### config.mk
export PLATFORM = sky130hd
export DESIGN_NAME = id_ex_reg_flat
export DESIGN_NICKNAME = d
export VERILOG_FILES = /design/src/rtl/id_ex_reg_pkg.sv /design/src/rtl/id_ex_reg_if.sv /design/src/rtl/id_ex_reg_load_use_detect.sv /design/src/rtl/id_ex_reg.sv /design/src/flat_wrapper.sv
export SDC_FILE = /design/constraint.sdc
export NUM_CORES = 1
export LEC_CHECK = 0
export BUFFER_PORTS_ARGS = -buffer_cell sky130_fd_sc_hd__buf_2
export CELL_PAD_IN_SITES_DETAIL_PLACEMENT = 0
export CELL_PAD_IN_SITES_GLOBAL_PLACEMENT = 1
export CORE_MARGIN = 8
export CORE_UTILIZATION = 30
export CTS_BUF_LIST = sky130_fd_sc_hd__clkbuf_4 sky130_fd_sc_hd__clkbuf_8
export CTS_CLUSTER_DIAMETER = 120
export DETAILED_ROUTE_END_ITERATION = 10
export PLACE_DENSITY = 0.84
export SLEW_MARGIN = 20
export SYNTH_ARGS = -nofsm -noshare
export SYNTH_HDL_FRONTEND = slang
export SYNTH_SLANG_ARGS = --single-unit
### constraint.sdc
create_clock -name clk -period 2.6 [get_ports clk]
set_input_delay 0.39 -clock clk [delete_from_list [all_inputs] [get_ports clk]]
set_output_delay 0.39 -clock clk [all_outputs]
set_load 0.05 [all_outputs]
### src/rtl/id_ex_reg_pkg.sv
// id_ex_reg_pkg: shared widths and control-vector types for the ID/EX stage
package id_ex_reg_pkg;
  localparam int REG_W = 5;
  localparam int ALUCTRL_W = 3;
  typedef struct packed {
    logic regwrite;
    logic regdst;
    logic alusrc;
    logic branch;
    logic memwrite;
    logic memtoreg;
    logic jump;
  } ctrl_t;
  localparam ctrl_t BUBBLE = '0;
endpackage

### src/rtl/id_ex_reg_if.sv
// id_ex_reg_if: decode-side fields in, execute-side fields and hazard stalls out
interface id_ex_reg_if
  import id_ex_reg_pkg::*;
#(
  parameter int DW = 32,
  parameter int ALUCW = ALUCTRL_W,
  parameter int CNTW = 32
);
  logic stall_i, flush_i;
  logic regwrite_d, regdst_d, alusrc_d, branch_d, memWrite_d, memToReg_d, jump_d;
  logic [ALUCW-1:0] alucontrol_d;
  logic [REG_W-1:0] rs_d, rt_d, rd_d;
  logic [DW-1:0] srca_d, srcb_d, signimm_d, pcplus4_d;
  logic regwrite_e, regdst_e, alusrc_e, branch_e, memWrite_e, memToReg_e, jump_e;
  logic [ALUCW-1:0] alucontrol_e;
  logic [REG_W-1:0] rs_e, rt_e, rd_e;
  logic [DW-1:0] srca_e, srcb_e, signimm_e, pcplus4_e;
  logic valid_e, stall_f_o, stall_d_o;
  logic [CNTW-1:0] lu_bubbles_o;
  modport master (
    output stall_i, flush_i, regwrite_d, regdst_d, alusrc_d, branch_d, memWrite_d, memToReg_d,
           jump_d, alucontrol_d, rs_d, rt_d, rd_d, srca_d, srcb_d, signimm_d, pcplus4_d,
    input  regwrite_e, regdst_e, alusrc_e, branch_e, memWrite_e, memToReg_e, jump_e,
           alucontrol_e, rs_e, rt_e, rd_e, srca_e, srcb_e, signimm_e, pcplus4_e,
           valid_e, stall_f_o, stall_d_o, lu_bubbles_o
  );
  modport slave (
    input  stall_i, flush_i, regwrite_d, regdst_d, alusrc_d, branch_d, memWrite_d, memToReg_d,
           jump_d, alucontrol_d, rs_d, rt_d, rd_d, srca_d, srcb_d, signimm_d, pcplus4_d,
    output regwrite_e, regdst_e, alusrc_e, branch_e, memWrite_e, memToReg_e, jump_e,
           alucontrol_e, rs_e, rt_e, rd_e, srca_e, srcb_e, signimm_e, pcplus4_e,
           valid_e, stall_f_o, stall_d_o, lu_bubbles_o
  );
endinterface

### src/rtl/id_ex_reg_load_use_detect.sv
// load_use_detect: flags an ID instruction reading the register a load in EX is still fetching
module load_use_detect
  import id_ex_reg_pkg::*;
(
  input  logic             valid_e,
  input  logic             memToReg_e,
  input  logic [REG_W-1:0] rt_e,
  input  logic [REG_W-1:0] rs_d,
  input  logic [REG_W-1:0] rt_d,
  output logic             lu_haz
);
  assign lu_haz = valid_e & memToReg_e & (rt_e != '0) & ((rt_e == rs_d) | (rt_e == rt_d));
endmodule

### src/rtl/id_ex_reg.sv
// id_ex_reg: ID/EX pipeline register with load-use bubble insertion, stall hold and flush
module id_ex_reg
  import id_ex_reg_pkg::*;
#(
  parameter int DW = 32,
  parameter int ALUCW = ALUCTRL_W,
  parameter int CNTW = 32
) (
  input logic       clk,
  input logic       rst,
  id_ex_reg_if.slave bus
);
  ctrl_t ctrl_d, ctrl_q;
  logic [ALUCW-1:0] aluc_q;
  logic [REG_W-1:0] rs_q, rt_q, rd_q;
  logic [DW-1:0] srca_q, srcb_q, imm_q, pc4_q;
  logic valid_q, lu_haz, bubble;
  logic [CNTW-1:0] cnt_q, cnt_d;
  assign ctrl_d = {bus.regwrite_d, bus.regdst_d, bus.alusrc_d, bus.branch_d,
                   bus.memWrite_d, bus.memToReg_d, bus.jump_d};
  load_use_detect u_lud (
    .valid_e   (valid_q),
    .memToReg_e(ctrl_q.memtoreg),
    .rt_e      (rt_q),
    .rs_d      (bus.rs_d),
    .rt_d      (bus.rt_d),
    .lu_haz    (lu_haz)
  );
  assign bubble = bus.flush_i | lu_haz;
  assign bus.stall_f_o = lu_haz | bus.stall_i;
  assign bus.stall_d_o = lu_haz | bus.stall_i;
  // count only bubbles actually inserted by a load-use hazard, saturating at all-ones
  always_comb cnt_d = (lu_haz && !bus.stall_i && !(&cnt_q)) ? cnt_q + CNTW'(1) : cnt_q;
  // stage register: reset clears, external stall holds, flush/hazard loads an inert bubble
  always_ff @(posedge clk) begin
    if (rst) begin
      ctrl_q  <= BUBBLE;
      aluc_q  <= '0;
      rs_q    <= '0;
      rt_q    <= '0;
      rd_q    <= '0;
      srca_q  <= '0;
      srcb_q  <= '0;
      imm_q   <= '0;
      pc4_q   <= '0;
      valid_q <= 1'b0;
    end else if (!bus.stall_i) begin
      ctrl_q  <= bubble ? BUBBLE : ctrl_d;
      aluc_q  <= bubble ? '0 : bus.alucontrol_d;
      rs_q    <= bubble ? '0 : bus.rs_d;
      rt_q    <= bubble ? '0 : bus.rt_d;
      rd_q    <= bubble ? '0 : bus.rd_d;
      srca_q  <= bubble ? '0 : bus.srca_d;
      srcb_q  <= bubble ? '0 : bus.srcb_d;
      imm_q   <= bubble ? '0 : bus.signimm_d;
      pc4_q   <= bubble ? '0 : bus.pcplus4_d;
      valid_q <= !bubble;
    end
  end
  // bubble counter, cleared only by reset
  always_ff @(posedge clk) cnt_q <= rst ? '0 : cnt_d;
  assign {bus.regwrite_e, bus.regdst_e, bus.alusrc_e, bus.branch_e,
          bus.memWrite_e, bus.memToReg_e, bus.jump_e} = ctrl_q;
  assign bus.alucontrol_e = aluc_q;
  assign bus.rs_e         = rs_q;
  assign bus.rt_e         = rt_q;
  assign bus.rd_e         = rd_q;
  assign bus.srca_e       = srca_q;
  assign bus.srcb_e       = srcb_q;
  assign bus.signimm_e    = imm_q;
  assign bus.pcplus4_e    = pc4_q;
  assign bus.valid_e      = valid_q;
  assign bus.lu_bubbles_o = cnt_q;
endmodule

### src/flat_wrapper.sv
// flat-port wrapper written by rule: the top's interface ports become plain ports
module id_ex_reg_flat import id_ex_reg_pkg::*;
#(
  parameter int DW = 32,
  parameter int ALUCW = ALUCTRL_W,
  parameter int CNTW = 32
)
  (clk, rst, bus_stall_i, bus_flush_i, bus_regwrite_d, bus_regdst_d, bus_alusrc_d, bus_branch_d, bus_memWrite_d, bus_memToReg_d, bus_jump_d, bus_alucontrol_d, bus_rs_d, bus_rt_d, bus_rd_d, bus_srca_d, bus_srcb_d, bus_signimm_d, bus_pcplus4_d, bus_regwrite_e, bus_regdst_e, bus_alusrc_e, bus_branch_e, bus_memWrite_e, bus_memToReg_e, bus_jump_e, bus_alucontrol_e, bus_rs_e, bus_rt_e, bus_rd_e, bus_srca_e, bus_srcb_e, bus_signimm_e, bus_pcplus4_e, bus_valid_e, bus_stall_f_o, bus_stall_d_o, bus_lu_bubbles_o);
  id_ex_reg_if #(.DW(DW), .ALUCW(ALUCW), .CNTW(CNTW)) bus_i ();
  input logic clk;
  input logic rst;
  input wire logic [$bits(bus_i.stall_i)-1:0] bus_stall_i;
  input wire logic [$bits(bus_i.flush_i)-1:0] bus_flush_i;
  input wire logic [$bits(bus_i.regwrite_d)-1:0] bus_regwrite_d;
  input wire logic [$bits(bus_i.regdst_d)-1:0] bus_regdst_d;
  input wire logic [$bits(bus_i.alusrc_d)-1:0] bus_alusrc_d;
  input wire logic [$bits(bus_i.branch_d)-1:0] bus_branch_d;
  input wire logic [$bits(bus_i.memWrite_d)-1:0] bus_memWrite_d;
  input wire logic [$bits(bus_i.memToReg_d)-1:0] bus_memToReg_d;
  input wire logic [$bits(bus_i.jump_d)-1:0] bus_jump_d;
  input wire logic [$bits(bus_i.alucontrol_d)-1:0] bus_alucontrol_d;
  input wire logic [$bits(bus_i.rs_d)-1:0] bus_rs_d;
  input wire logic [$bits(bus_i.rt_d)-1:0] bus_rt_d;
  input wire logic [$bits(bus_i.rd_d)-1:0] bus_rd_d;
  input wire logic [$bits(bus_i.srca_d)-1:0] bus_srca_d;
  input wire logic [$bits(bus_i.srcb_d)-1:0] bus_srcb_d;
  input wire logic [$bits(bus_i.signimm_d)-1:0] bus_signimm_d;
  input wire logic [$bits(bus_i.pcplus4_d)-1:0] bus_pcplus4_d;
  output wire logic [$bits(bus_i.regwrite_e)-1:0] bus_regwrite_e;
  output wire logic [$bits(bus_i.regdst_e)-1:0] bus_regdst_e;
  output wire logic [$bits(bus_i.alusrc_e)-1:0] bus_alusrc_e;
  output wire logic [$bits(bus_i.branch_e)-1:0] bus_branch_e;
  output wire logic [$bits(bus_i.memWrite_e)-1:0] bus_memWrite_e;
  output wire logic [$bits(bus_i.memToReg_e)-1:0] bus_memToReg_e;
  output wire logic [$bits(bus_i.jump_e)-1:0] bus_jump_e;
  output wire logic [$bits(bus_i.alucontrol_e)-1:0] bus_alucontrol_e;
  output wire logic [$bits(bus_i.rs_e)-1:0] bus_rs_e;
  output wire logic [$bits(bus_i.rt_e)-1:0] bus_rt_e;
  output wire logic [$bits(bus_i.rd_e)-1:0] bus_rd_e;
  output wire logic [$bits(bus_i.srca_e)-1:0] bus_srca_e;
  output wire logic [$bits(bus_i.srcb_e)-1:0] bus_srcb_e;
  output wire logic [$bits(bus_i.signimm_e)-1:0] bus_signimm_e;
  output wire logic [$bits(bus_i.pcplus4_e)-1:0] bus_pcplus4_e;
  output wire logic [$bits(bus_i.valid_e)-1:0] bus_valid_e;
  output wire logic [$bits(bus_i.stall_f_o)-1:0] bus_stall_f_o;
  output wire logic [$bits(bus_i.stall_d_o)-1:0] bus_stall_d_o;
  output wire logic [$bits(bus_i.lu_bubbles_o)-1:0] bus_lu_bubbles_o;
  assign bus_i.stall_i = bus_stall_i;
  assign bus_i.flush_i = bus_flush_i;
  assign bus_i.regwrite_d = bus_regwrite_d;
  assign bus_i.regdst_d = bus_regdst_d;
  assign bus_i.alusrc_d = bus_alusrc_d;
  assign bus_i.branch_d = bus_branch_d;
  assign bus_i.memWrite_d = bus_memWrite_d;
  assign bus_i.memToReg_d = bus_memToReg_d;
  assign bus_i.jump_d = bus_jump_d;
  assign bus_i.alucontrol_d = bus_alucontrol_d;
  assign bus_i.rs_d = bus_rs_d;
  assign bus_i.rt_d = bus_rt_d;
  assign bus_i.rd_d = bus_rd_d;
  assign bus_i.srca_d = bus_srca_d;
  assign bus_i.srcb_d = bus_srcb_d;
  assign bus_i.signimm_d = bus_signimm_d;
  assign bus_i.pcplus4_d = bus_pcplus4_d;
  assign bus_regwrite_e = bus_i.regwrite_e;
  assign bus_regdst_e = bus_i.regdst_e;
  assign bus_alusrc_e = bus_i.alusrc_e;
  assign bus_branch_e = bus_i.branch_e;
  assign bus_memWrite_e = bus_i.memWrite_e;
  assign bus_memToReg_e = bus_i.memToReg_e;
  assign bus_jump_e = bus_i.jump_e;
  assign bus_alucontrol_e = bus_i.alucontrol_e;
  assign bus_rs_e = bus_i.rs_e;
  assign bus_rt_e = bus_i.rt_e;
  assign bus_rd_e = bus_i.rd_e;
  assign bus_srca_e = bus_i.srca_e;
  assign bus_srcb_e = bus_i.srcb_e;
  assign bus_signimm_e = bus_i.signimm_e;
  assign bus_pcplus4_e = bus_i.pcplus4_e;
  assign bus_valid_e = bus_i.valid_e;
  assign bus_stall_f_o = bus_i.stall_f_o;
  assign bus_stall_d_o = bus_i.stall_d_o;
  assign bus_lu_bubbles_o = bus_i.lu_bubbles_o;
  id_ex_reg #(.DW(DW), .ALUCW(ALUCW), .CNTW(CNTW)) u_core (.clk(clk), .rst(rst), .bus(bus_i));
endmodule
Yosys cells after proc, flatten, opt, wreduce, memory -nomap -nowiden
Cells that the tools add are included.
{"block": "op_classes", "addsub": 1, "eq_ne": 2, "muxes": 9, "bitwise": 6, "reduce_logical": 7}
{"op": "32-bit two-way mux", "count": 4}
{"op": "32-bit by 1-bit adder with 32-bit output (second input constant)", "count": 1}
{"op": "32-bit AND reduction", "count": 1}
{"op": "5-bit two-way mux", "count": 3}
{"op": "5-bit equality test", "count": 2}
{"op": "7-bit two-way mux", "count": 1}
{"op": "5-bit nonzero test", "count": 1}
{"op": "1-bit AND", "count": 3}
{"op": "1-bit logical NOT", "count": 3}
{"op": "3-bit two-way mux", "count": 1}
{"op": "1-bit bitwise OR", "count": 3}
{"op": "1-bit logical AND", "count": 2}
{"block": "word_totals", "register_bits": 186, "in_bits": 157, "output_inout_bits": 188, "wordCells": 42}

Logic depth before layout (Yosys ltp)
{"block": "logic_depth", "depth_word": 5, "ltp_mapped": 9, "mapped_depth_nobuf": 7}

Modules after synthesis
A second synthesis with hierarchy kept.
{"block": "unflattened", "hier_cells": 738, "area_unflattened_um2": 6801.5}
{"mod": "id_ex_reg", "instances": 1, "cells_per_inst": 721, "area_per_inst_um2": 6668.9, "seq_area_each_um2": 3723.6}
{"mod": "load_use_detect", "instances": 1, "cells_per_inst": 17, "area_per_inst_um2": 132.6, "seq_area_each_um2": 0.0}

Worst setup path before layout
No wires, ideal clock.
{"block": "synth_path", "path_type": "reg2reg", "startpoint": "register u_core.cnt_q[0], in the netlist u_core.bus.lu_bubbles_o[0]", "endpoint": "register u_core.cnt_q[22], in the netlist u_core.bus.lu_bubbles_o[22]", "arrival_time_ns": 2.390, "slack_ns": 0.083, "stages_incl_launch_ff": 9, "path_buffers": 1, "synth_period_minus_slack_ns": 2.517, "cell_sequence": "dfxtp_1 > ha_1 > nand4_1 > or2_2 > clkbuf_1 > a2111oi_4 > nand4_1 > xor2_1 > nor2_1"}
{"block": "synth_via", "elab_chain_len": 3, "elab_cells_between_ends": 4, "classes_between": "add/sub: 1; reduce/logical: 3"}
{"element": "start, declared", "line_no": "id_ex_reg.sv:18", "text": "logic [CNTW-1:0] cnt_q, cnt_d;"}
{"element": "start signal, assigned", "line_no": "id_ex_reg.sv:61", "text": "always_ff @(posedge clk) cnt_q <= rst ? '0 : cnt_d;"}
{"element": "parallel branches: the longest is 3 deep, another holds 32-bit by 1-bit adder with 32-bit output"}
Parallel ways; which one is timed is not known.
A chain may end at the register's enable or synchronous reset.

Worst setup path in the final report
{"block": "layout_path", "startpoint": "register u_core.rt_q[0], in the netlist u_core.bus.rt_e[0]", "endpoint": "output port bus_stall_d_o"}
{"block": "layout_via", "elab_chain_len": 4, "elab_cells_between_ends": 7, "classes_between": "eq/ne: 2; bitwise: 4; reduce/logical: 1"}
{"element": "start, declared", "line_no": "id_ex_reg.sv:15", "text": "logic [REG_W-1:0] rs_q, rt_q, rd_q;"}
{"element": "start signal, assigned", "line_no": "id_ex_reg.sv:51", "text": "rt_q <= bubble ? '0 : bus.rt_d;"}
{"element": "5-bit equality test or 5-bit nonzero test (tied branches)", "line_no": "id_ex_reg_load_use_detect.sv:12", "text": "assign lu_haz = valid_e & memToReg_e & (rt_e != '0) & ((rt_e == rs_d) | (rt_e == rt_d));"}
{"element": "1-bit bitwise OR or 1-bit AND (tied branches)", "line_no": "id_ex_reg_load_use_detect.sv:12"}
{"element": "1-bit AND (*)", "line_no": "id_ex_reg_load_use_detect.sv:12"}
{"element": "1-bit bitwise OR (*)", "line_no": "id_ex_reg.sv:31", "text": "assign bus.stall_d_o = lu_haz | bus.stall_i;"}
{"element": "end, declared", "line_no": "flat_wrapper.sv:46", "text": "output wire logic [$bits(bus_i.stall_d_o)-1:0] bus_stall_d_o;"}
Every way passes the cells marked *; elsewhere a longest branch is shown, timed or not.

==> flow_summary.toml <==
[clock_network]
cts.clk_slew.worst_paths_ps = 120
clkLatencyLatePin_ps = 460
cts_sinks = 186
cts_root_buf = "clkbuf_8"
clk_path_buf_depth = 2
htree_levels = 4
cts_buffers = 17
cts_tree = "yes"
cts_hold_buffers = 0

[timing]
finalHoldViolCount = 0
period_share_pct = 95.3
finalCriticalPeriod_ps = 2480
slew_violations = 0
setup_viol = 0
fin_skew_ps = 23.2
rsz0062_at_grt = "false"
tightest_slew_ps = 488
fin_ws_ps = 122
slew_headroom_pct = 67.5
setup_tns_ps = 0
max_freq_ghz = 0.403

[global_route]
grt-ovfl-total = 0
grt_pass1_wl_um = 32300
antenna_found_initial = 1
grt_max_degree = 84
grt_usage_pct = 15.4
grt_pass1_vias = 5729

[layout]
fin_cells = 1175
fin_area_um2 = 8840
layout.nets = 1045
fillers = 2078
num_antenna_cells = 0
syn_to_final_growth_pct = 38.6
drive_gt1_share_pct = 44.8

[logic_synthesis]
synth.area.top_cells = "dfxtp_1 58%, a22o_1 21%, xor2_1 2.5%"
synthAdderAreaFrac_pct = 0.196
synth_seq_cells = 186
yosys.area_share.simple_pct = 8.69
synthCells = 554
synthMostInstantiatedCell = "dfxtp_1"
synth_common_cells = "186 x dfxtp_1, 153 x a22o_1, 30 x nor2_1"
yosys_warnings = 0
ys_seq_area_share_pct = 58.4
async_flop_share_pct = 0
synth_area_um2 = 6380
synthesis.nets = 712
postSynthAreaPerCell_um2 = 11.5
yosysUniqueCellTypes = 40
synth_mux_area_share_pct = 0.686
synth_top_area_share_pct = 58.4
synth-xor-area-share_pct = 3.98
synth_edf_count = 0
synth_ff_type = "dfxtp_1"
synth_top_family_by_area = "compound AO/OA/AOI/OAI gates"
yosysTopAreaCell = "dfxtp_1"
synth-compound-area-share_pct = 23.9

[worst_hold_path]
hp-class = "input port to flop"
hp-start = "bus_alucontrol_d[0]"

[routing]
antenna_left = 0
first_pass_iters = 5
viasPerCell = 4.85
vias = 5696
routed_wl_um = 21000
drtIter0Drc = 308
wl_per_cell_um = 17.9
drc = 0

[setup_path]
critPathArrivalTime_ps = 2090
cp-end-kind = "output pin"
setup.worst_path.start_class = "flop"
r2r_start = "u_core.bus.rt_e[0]$_SDFFE_PP0N_"
worst_ep_required_time_ps = 2210
crit_type = "flop to output pin"
crit_fanout = 5
startpoint = "u_core.bus.rt_e[0]$_SDFFE_PP0N_"

[placed_design]
gp_congestion = 0.746
dp_hpwl_um = 15700
port_buffers = 344
placed_cell_area_um2 = 8380
dp_cells = 1143
dp_worst_setup_slack_ps = 244

[floorplan]
start_util_pct = 30.5
fp.dieH_um = 162
die_w_um = 162
rows = 53
die_area_um2 = 26200
ios = 345
coreArea_um2 = 21000

[outcome]
status = "completed"

[pwr]
leakage_uw = 0.00425
power.density_nw_per_um2 = 673
ir_drop_mv = 0.442

[run]
maxCapViolations = 0
==> flip-flops by register name, indices dropped and copies added (netlist names) <==
signal and count:
u_core.bus.regwrite_e 1, u_core.bus.memWrite_e 1, u_core.bus.alucontrol_e 3, u_core.bus.pcplus4_e 32, u_core.bus.memToReg_e 1, u_core.bus.lu_bubbles_o 32, u_core.bus.alusrc_e 1, u_core.bus.regdst_e 1
u_core.bus.rd_e 5, u_core.bus.rs_e 5, u_core.bus.signimm_e 32, u_core.bus.valid_e 1, u_core.bus.jump_e 1, u_core.bus.srca_e 32, u_core.bus.branch_e 1, u_core.bus.srcb_e 32
u_core.bus.rt_e 5
==> timing repair <==
item | 4_1_cts | 5_1_grt
setup endpoints to repair | 0 | 2
resized for setup | 0 | 3
setup buffers | 0 | 0
==> placed cells by master (no fill, tap or decap), types with 2 or more instances in the layout <==
master,synthesis,routed
buf_4,2,10
mux2_2,3,3
o21ai_0,4,4
nor2_1,30,29
buf_12,0,4
clkinv_8,0,5
nor3_1,4,4
nand4_1,12,12
o31ai_1,5,5
nand3b_1,2,2
a22o_1,153,153
nand4b_1,3,3
bufinv_16,0,2
dfxtp_1,186,186
clkbuf_8,0,17
nor2b_1,3,3
buf_2,12,343
nor4_1,3,3
and3_1,3,3
a21oi_1,9,9
xor2_1,18,18
nand2_1,11,11
nand3_1,15,15
inv_6,0,6
or4_1,7,6
inv_1,6,6
a21o_1,2,2
xnor2_1,11,11
or3_1,6,6
==> stage by stage <==
stage	power (uW)	hold slack [ps]	utilization (%)
2_1_floorplan	3570	523	-
3_3_place_gp	3840	450	40.0
3_5_place_dp	3850	451	40.0
4_1_cts	6030	85.5	42.1
5_1_grt	6200	83.8	42.2
6_report	5950	138	42.2
==> power by group <==
part	internal (uW)	switching, uW
Clock	934	1240
Combinational	248	537
Sequential	2940	52.5
Total	4120	1830
==> cell type report <==
| cell class | count | area [um^2] | area share, % |
|---|---|---|---|
| flip-flops and latches | 186 | 3720 | 42.1 |
| multi-input cells | 317 | 2410 | 27.3 |
| repair buffers | 358 | 1880 | 21.3 |
| well taps | 275 | 344 | 3.89 |
| clock buffers | 17 | 234 | 2.65 |
| clock inverters | 15 | 221 | 2.50 |
| inverters | 7 | 26.3 | 0.297 |
==> final timing paths <==
kind                                              to  slack, ps  cells after the start
max                                    bus_stall_d_o        120                      5
min          u_core.bus.alucontrol_e[0]$_SDFFE_PP0N_        140                      2
max reg2reg     u_core.bus.pcplus4_e[2]$_SDFFE_PP0N_        240                      8
min reg2reg    u_core.bus.pcplus4_e[28]$_SDFFE_PP0N_        480                      1
==> worst max-delay path, stage by stage (launching register included) <==
cell and delay, ps:
dfxtp_1 390, or4_4 560, o211ai_2 190, inv_2 40, a21o_1 220, clkbuf_4 230
==> logic make-up (layout without fill, tap and decap cells) <==
family / Yosys count / in the layout
multiplexers: 4 / 4
adder cells (fa/ha/maj): 1 / 1
buffers and inverters: 51 / 397
XOR/XNOR: 29 / 29
AO/OA/AOI/OAI: 179 / 179
AND/OR/NAND/NOR: 104 / 104
flip-flops: 186 / 186
==> routing by layer <==
metal | up-vias | share of wire, % | routed length (um) | track usage [%]
met4 | 2 | 1.2 | 243 | 4.34
met3 | 14 | 10 | 2130 | 6.99
met2 | 228 | 47 | 9950 | 24.8
li1 | 2748 | - | - | -
met5 | - | 0.048 | 10 | 0
met1 | 2704 | 41 | 8650 | 18.0
No activity file was read; power rests on OpenSTA's default activity.
